<file path="src/rtl/sort_engine_param.sv">
// In-place bubble sorter over a DEPTH-word register array, with ascending/descending
// order, early exit on a swap-free pass, and swap/pass statistics for the last sort.
module sort_engine_param #(
    parameter  int DATA_W = 8,
    parameter  int DEPTH  = 16,
    parameter  int CNT_W  = 16,
    localparam int ADDR_W = $clog2(DEPTH)
) (
    input  logic              clk,
    input  logic              rst_n,
    input  logic              start,
    input  logic              descend,
    input  logic              wr_en,
    input  logic [ADDR_W-1:0] wr_addr,
    input  logic [DATA_W-1:0] wr_data,
    input  logic [ADDR_W-1:0] rd_addr,
    output logic [DATA_W-1:0] rd_data,
    output logic              busy,
    output logic              done,
    output logic [CNT_W-1:0]  swap_cnt,
    output logic [ADDR_W:0]   pass_cnt
);

    typedef enum logic [2:0] {
        S_IDLE, S_RD, S_CMP, S_SWP, S_ADV, S_PEND, S_DONE
    } state_t;

    state_t              state, state_nxt;
    logic [DATA_W-1:0]   mem [DEPTH];
    logic [DATA_W-1:0]   op_a, op_b;
    logic [ADDR_W-1:0]   j, lim, j_nxt;
    logic                desc, swapped, ooo, host_wr;

    function automatic logic [CNT_W-1:0] sat_inc(input logic [CNT_W-1:0] v);
        return (&v) ? v : v + CNT_W'(1);
    endfunction

    assign j_nxt   = j + ADDR_W'(1);
    // Strict compare keeps equal elements in place, so the sort is stable.
    assign ooo     = desc ? (op_a < op_b) : (op_a > op_b);
    assign busy    = (state != S_IDLE) && (state != S_DONE);
    assign done    = (state == S_DONE);
    assign host_wr = wr_en && !busy;

    always_ff @(posedge clk or negedge rst_n) begin
        if (!rst_n) state <= S_IDLE;
        else        state <= state_nxt;
    end

    always_comb begin
        state_nxt = state;
        case (state)
            S_IDLE:  if (start) state_nxt = S_RD;
            S_RD:    state_nxt = S_CMP;
            S_CMP:   state_nxt = ooo ? S_SWP : S_ADV;
            S_SWP:   state_nxt = S_ADV;
            S_ADV:   state_nxt = (j == lim) ? S_PEND : S_RD;
            S_PEND:  state_nxt = (!swapped || lim == '0) ? S_DONE : S_RD;
            S_DONE:  if (!start) state_nxt = S_IDLE;
            default: state_nxt = S_IDLE;
        endcase
    end

    always_ff @(posedge clk or negedge rst_n) begin
        if (!rst_n) begin
            desc     <= 1'b0;
            j        <= '0;
            lim      <= '0;
            swapped  <= 1'b0;
            swap_cnt <= '0;
            pass_cnt <= '0;
        end else begin
            case (state)
                S_IDLE: if (start) begin
                    desc     <= descend;
                    j        <= '0;
                    lim      <= ADDR_W'(DEPTH - 2);
                    swapped  <= 1'b0;
                    swap_cnt <= '0;
                    pass_cnt <= '0;
                end
                S_SWP: begin
                    swapped  <= 1'b1;
                    swap_cnt <= sat_inc(swap_cnt);
                end
                S_ADV: if (j != lim) j <= j_nxt;
                S_PEND: begin
                    pass_cnt <= pass_cnt + (ADDR_W+1)'(1);
                    if (swapped && lim != '0) begin
                        lim     <= lim - ADDR_W'(1);
                        j       <= '0;
                        swapped <= 1'b0;
                    end
                end
                default: ;
            endcase
        end
    end

    // Array and operands carry no reset; a reset mid-sort leaves the array as it was.
    always_ff @(posedge clk) begin
        if (state == S_RD) begin
            op_a <= mem[j];
            op_b <= mem[j_nxt];
        end
        if (state == S_SWP) begin
            mem[j]     <= op_b;
            mem[j_nxt] <= op_a;
        end else if (host_wr) begin
            mem[wr_addr] <= wr_data;
        end
    end

    always_ff @(posedge clk or negedge rst_n) begin
        if (!rst_n) rd_data <= '0;
        else        rd_data <= mem[rd_addr];
    end

endmodule

</file>
<file path="config.mk">
export PLATFORM = sky130hd
export DESIGN_NAME = sort_engine_param
export DESIGN_NICKNAME = d
export VERILOG_FILES = /design/src/rtl/sort_engine_param.sv
export SDC_FILE = /design/constraint.sdc
export NUM_CORES = 1
export LEC_CHECK = 0
export CORE_UTILIZATION = 35
export DETAILED_ROUTE_END_ITERATION = 10
export HOLD_SLACK_MARGIN = 0.12
export PLACE_DENSITY = 0.6
export SYNTH_ARGS = -nofsm -noshare
export SYNTH_HDL_FRONTEND = slang
export SYNTH_SLANG_ARGS = --single-unit
</file>
<file path="constraint.sdc">
create_clock -name clk -period 3.55 [get_ports clk]
set_input_delay 0.71 -clock clk [delete_from_list [all_inputs] [get_ports clk]]
set_output_delay 0.71 -clock clk [all_outputs]
set_load 0.01 [all_outputs]
</file>
==> results, run 1 <==
- The clock drives 186 sinks.
- The overall die area is 33600 µm².
- The die height is 183 µm.
- The ratio of routed vias to standard cells is 5.80.
- The post-synthesis cell type count is 59.
- The endpoint identified for the worst register-to-register timing path is mem[13][1]$_DFFE_PP_.
- Clock skew on the completed layout was measured at 10.3 ps.
- The post-synthesis async set-or-reset flop share is 22.6%.
- The first routing iteration left 808 violations.
- The Yosys step of the flow raised 0 warnings.
- STA classifies the critical path startpoint as a flop.
- The number of buffer cells added on primary ports is 51.
- The start-to-end type of the worst setup path is reg -> reg.
- The shortest clock period the worst path allows after layout is 3150 ps.
- The critical path goes through or2_1 > a21oi_1 > and2_1 > nand2_1 > o21a_1 > o21ai_0.
- The final standard cell area without fillers is 13000 µm².
- Entering global routing, the biggest net connects 42 pins.
- The register clock-pin slew on the reported worst setup and hold paths is 70 ps.
- The synthesized design spends more area on one cell type than any other, namely edfxtp_1.
- The worst-case headroom to the max-slew limit is 13.0%.
- The root cell of the clock tree is clkbuf_16.
- The buffer levels on the longest clock path is 2.
- The floorplan step set the die width to 183 µm.
- In this run the count of I/O pins placed on the die edge is 52.
- In this run the post-CTS setup repair buffer count came out at 0.
- The first detailed-routing pass took 5 iterations.
- The worst-case register-to-register setup slack is 400 ps.
- For this run, design rule violations remaining after detail routing come to 0.
- The placer congestion estimate is 0.858.
- The average size of a mapped cell is 12.6 µm².
- The count of mapped cells out of synthesis is 911.
- The final setup violation count is 0.
- The final worst-path cycle share is 88.8%.
- The count of final hold-check violations is 0.
- The net count reported at finish is 987.
- Setup repair after global routing left no endpoint under its margin.
- Of all nets on the critical path, the largest fanout is 12.
- Synthesis produced a netlist with a net count of 948.
- Sequential cells were found to cover 46.8% of the synthesized design area.
- The number of cells on the worst reg-to-reg path is 6.
- The core area is 32000 µm².
- After synthesis the netlist holds a flip-flop and latch count of 186.
- The synthesized design contains 144 enable-type register cells.
- The wire-length estimate of the detail-placed layout is 23000 µm.
- The final total negative setup slack is 0 ps.
- The row count is 65.
- The dominant register cell in the synthesized netlist is edfxtp_1.
- The tightest min-delay check is of the in -> async type.
- The diode insertion count for antenna repair is 0.
- For the pin with the worst max-slew slack, the measured transition is 1290 ps.
- Based on the critical path, the design can be clocked at up to 317 MHz.
- The first-pass GRT wire length is 49500 µm.
- The leading cell type by number of instances after synthesis is nor2_1.
- The largest voltage drop on the vdd net is 0.000335 V.
- The routed wire length per instance is 23.2 µm.
- The hold buffer count at cts is 0.
- The number of vias in the routed layout is 8104.
- The cell with the biggest individual delay on the critical path is o21ai_0.
- By area the synthesized netlist is led by edfxtp_1 38%, mux4_2 23%, dfrtp_1 9.1%, a21oi_1 6.0%, nor2_1 5.0%.
- The worst setup path is captured at a flop.
- The worst register-to-register path begins at state[2]$_DFFE_PN0P_.
- The area added between synthesis and finish is 13.0%.
- The final max-slew violation count came to 0.
- Across every metal layer, demand over resource in global routing totals 20.1%.
- TritonCTS built the clock tree.
- The total length of routed wires is 32500 µm.
- In this run, CTS created clock tree buffers numbering 17.
- The cell area after technology mapping is 11500 µm².
- By count the netlist is led by 153 x nor2_1, 144 x edfxtp_1, 138 x a21oi_1.
- The H-tree level count is 4.
- The leakage power is 4.47 nW.
- For this run, the slowest stage of the critical path takes 1000 ps.
- The number of antenna violations at the first check in global routing is 1.
- The tool flagged a number of max-cap violations equal to 0.
- Clock latency on the worst-skew pair, taken at its later pin, is 440 ps.
- The placed instances occupy a cell area of 12400 µm².
- The number of gates resized after CTS was 0.
- The initial utilization of the core area, before any placement, comes to 36.0%.
- The power per cell area is 697 nW/µm².
- After global routing the overflow that remains totals 0.
- The share of post-route cells with drive strength above 1 is 24.7%.
- After synthesis, the largest area contributor takes up 37.6% of total cell area.
- The flow ran to the end, and the final reports show no timing, DRC or antenna violations.
- In this run the remaining antenna-violating nets after routing total 0.
- STA puts the critical path data required time at 3590 ps.
- The number of global-route vias before repair was 7889.
- The worst path arrival time is 3190 ps.
[worst max-delay path, delay by kind of cell (launching register included)]
| family | cells | cell delay [ps] |
|---|---|---|
| DFF | 1 | 470 |
| AOI/OAI and AO/OA | 3 | 1420 |
| and+or+nand+nor | 3 | 860 |
[flip-flops by register name, summed over array words and instances, names as in the netlist, 3 cells and up]
name      cells
op_a          8
j             4
pass_cnt      5
swap_cnt     16
mem         128
op_b          8
rd_data       8
lim           4
state         3
[report_power, final]
| group | switching [mW] | internal (mW) | total (mW) |
|---|---|---|---|
| sequential | 0.324 | 2.90 | 3.23 |
| combinational | 2.13 | 1.78 | 3.91 |
| clock | 0.866 | 1.06 | 1.92 |
| total | 3.32 | 5.74 | 9.06 |
[kinds of logic after synthesis]
| logic type | count (synthesis) | share of synthesized area (%) |
|---|---|---|
| buffers and inverters | 103 | 5.42 |
| XOR/XNOR | 15 | 1.37 |
| AND/OR/NAND/NOR | 264 | 10.7 |
| multiplexers | 128 | 24.5 |
| AO/OA/AOI/OAI | 199 | 9.50 |
| flip-flops | 186 | 46.8 |
| adder cells (fa/ha/maj) | 16 | 1.74 |
[how the worst max path moves through the flow]
stage	start	to	slack, ps
after global routing	state[2]$_DFFE_PN0P_	mem[13][6]$_DFFE_PP_	210
after detailed placement	wr_en	mem[10][1]$_DFFE_PP_	220
after CTS	state[2]$_DFFE_PN0P_	mem[10][2]$_DFFE_PP_	410
after floorplan	j[0]$_DFFE_PN0P_	op_b[3]$_DFFE_PN_	540
after global placement	wr_en	mem[10][1]$_DFFE_PP_	260
final	state[2]$_DFFE_PN0P_	mem[13][1]$_DFFE_PP_	400
[per-layer routing]
| metal | part of all wire [%] | global-route usage, % |
|---|---|---|
| met1 | 40 | 26.9 |
| met4 | 1.8 | 5.60 |
| met3 | 8.9 | 3.63 |
| met2 | 49 | 33.3 |
| met5 | 0 | 0 |
[per-stage QoR]
step / power, mW / util [%] / worst slack, ps / hold WS [ps] / std cells
detailed placement: 7.14 / 38.8 / 223 / 466 / 1366
global route: 9.48 / 40.6 / 207 / 379 / 1398
finish: 9.06 / 40.6 / 399 / 324 / 1398
floorplan: 6.04 / - / 542 / 414 / 911
global placement: 7.06 / 38.8 / 256 / 466 / 1366
CTS: 9.05 / 40.6 / 408 / 342 / 1398
[cell type report]
cell class | instances | area (µm²)
Clock buffer | 23 | 522
Clock inverter | 9 | 70.1
Fill cell | 2948 | 19000
Inverter | 21 | 78.8
Multi-Input combinational cell | 622 | 5500
Sequential cell | 186 | 5380
Tap cell | 435 | 544
Timing Repair Buffer | 102 | 896
[placed cells by master, fill, tap and decap left out, types with 10 or more instances in the layout]
cell and n:
clkdlybuf4s50_1 49, mux4_2 119, nand2_1 38, a21oi_1 138
o21ai_0 33, clkbuf_16 20, dfrtp_1 40, nor3_1 13
nor2_1 153, nand2_2 10, buf_4 50, nand3_1 12
inv_1 21, ha_1 15, edfxtp_1 144, xnor2_1 12
Note: power is estimated with default switching activity, not from simulation.
==> run 2: changes to the inputs <==
Settings changed: CORE_ASPECT_RATIO set to 1.1, HOLD_SLACK_MARGIN 0.12 to 0.03, PLACE_DENSITY 0.6 to 0.63.
==> results, run 2 (synthesis results as in run 1) <==
- Once layout is done, the placed cells without fillers occupy 13100 µm².
- The type of element capturing the critical path is a flop.
- The run finished with clean final reports.
- The flip-flop count of the largest register after layout is 128.
- Setup violations remaining at the end of the flow were counted as 0.
- The diode insertion count for antenna repair is 0.
- The die height is 192 µm.
- The number of antenna violations at the first check in global routing is 1.
- Detailed placement finished with a half-perimeter wire length of 24000 µm.
- The cell with the biggest individual delay on the critical path is o21ai_0.
- The number of gates resized after CTS was 0.
- The total global-route track usage is 21.0%.
- The clock tree from TritonCTS is done.
- Setup repair after global routing left no endpoint under its margin.
- The first detailed-routing pass ran for 6 iterations.
- The net count reported at finish is 1005.
- The floorplan step defined a core boundary enclosing 32300 µm².
- The transition time at the pin with the least slew margin is 858 ps.
- Static timing analysis puts the maximum clock frequency at 330 MHz.
- The first-pass GRT wire length is 50800 µm.
- mem holds more flip-flops than any other register.
- The final total negative setup slack is 0 ps.
- Dividing the final minimum period by the clock period gives 85.3%.
- The hold buffer count at cts is 0.
- The start-to-end type of the worst setup path is reg -> reg.
- The routed design could run at a clock period as short as 3030 ps.
- The number of buffer cells added on primary ports is 51.
- Cells with a size suffix above 1 make up 25.9% of the layout.
- The worst path arrival time is 3190 ps.
- The largest registers in the layout are mem: 128 flops, swap_cnt: 16 flops.
- The initial core utilization is 35.6%.
- The row count is 69.
- The path class of the tightest hold or removal check is in -> async.
- The placer congestion estimate is 0.905.
- The final max-slew violation count is 0.
- In the final routed layout, each cell accounts on average for 24.3 µm.
- The critical path required time is 3710 ps.
- The detailed router used layers up to and including met5.
- The root cell of the clock tree is clkbuf_16.
- The leakage power is 4.56 nW.
- The wire length the detailed router placed on met1 is 12700 µm.
- The H-tree level count is 4.
- STA classifies the critical path startpoint as a flop.
- Cells fill 40.7% of the core in the end.
- The power per cell area is 688 nW/µm².
- The area added between synthesis and finish is 14.2%.
- After the first detailed-routing iteration, the DRC count stood at 1153.
- The total global routing overflow is 0.
- Counting the buffers created by CTS gives 17.
- For this run, the slowest stage of the critical path takes 590 ps.
- The critical path goes through or2_1 > a21oi_1 > and2_1 > a31oi_1 > o21ai_0 > buf_4.
- The overall die area is 33600 µm².
- In this run the deepest clock path goes through 2 buffers.
- The floorplan die width is 175 µm.
- The wire length on met3 is 3320 µm.
- The ratio of routed vias to standard cells is 5.91.
- Once detail routing completed, the nets flagged for antenna violations numbered 0.
- The count of final hold-check violations is 0.
- The pin count of the biggest net entering global routing is 65.
- In this run the count of I/O pins placed on the die edge is 52.
- The placed instances occupy a cell area of 12500 µm².
- Across the VDD grid, the largest voltage drop is 0.000508 V.
- CTS saw 186 sinks.
- After clock tree synthesis, the clock-pin slew on the worst setup and hold paths is 70 ps.
- In this run the tightest slew margin relative to its limit is 42.6%.
- The worst-path maximum fanout is 14.
- The number of vias in the routed layout is 8315.
- The number of global-route vias before repair is 7987.
- The clock reaches the later pin of the worst-skew pair after 450 ps.
- The clock arrives with 18.6 ps of skew.
- The wire length on met2 is 16300 µm.
- The count of buffers added by post-CTS timing repair for setup is 0.
- The total DRC errors in the routed layout is 0.
- Leaving out fill and tap cells, the most frequent cell in the layout is nor2_1.
- The tool flagged a number of max-cap violations equal to 0.
- Leaving out fill and tap cells, the most frequent cells in the layout are 153 x nor2_1, 144 x edfxtp_1, 138 x a21oi_1.
- The total length of routed wires is 34100 µm.
-- run 2: worst max-delay path, delay by kind of cell, from the launching register on --
kind	cells	cell delay, ps
AO/OA/AOI/OAI	3	1070
AND/OR/NAND/NOR	2	830
flip-flops	1	550
buffers and inverters	1	290
-- run 2: metrics by stage --
stage	hold WS, ps	setup WS (ps)	power [mW]	cells
CTS	354	628	9.03	1407
finish	349	520	9.04	1407
floorplan	414	542	6.04	911
detailed placement	485	537	7.06	1375
global placement	464	502	6.99	1375
global route	395	417	9.44	1407
-- run 2: layout make-up --
cell class,instances,area (µm²)
timing repair buffer,120,1040
multi-input combinational,622,5500
inverter,21,78.8
clock inverter,14,168
fill,2989,19200
clock buffer,18,429
tap,426,533
sequential,186,5380
-- run 2: routing by layer --
layer	track usage [%]	up-vias
met2	34.0	503
met3	5.21	100
met4	11.2	2
li1	-	3592
met5	1.34	-
met1	25.7	4118
-- run 2: power by group --
part	total, mW	switching (mW)	leakage, nW	internal (mW)
combinational	3.70	1.92	2.43	1.78
sequential	3.34	0.439	1.84	2.90
clock	1.99	0.880	0.286	1.11
-- run 2: final timing paths --
check | cells past startpoint | start | slack (ps) | endpoint
worst min-delay path | 1 | rst_n | 350 | rd_data[2]$_DFF_PN0_
worst max register to register | 6 | state[2]$_DFFE_PN0P_ | 520 | mem[0][4]$_DFFE_PP_
worst max-delay path | 6 | state[2]$_DFFE_PN0P_ | 520 | mem[0][4]$_DFFE_PP_
worst min register to register | 2 | swapped$_DFFE_PN0P_ | 500 | swapped$_DFFE_PN0P_
min in group clk | 2 | swapped$_DFFE_PN0P_ | 500 | swapped$_DFFE_PN0P_
max in group asynchronous | 2 | rst_n | 2490 | swap_cnt[8]$_DFFE_PN0P_
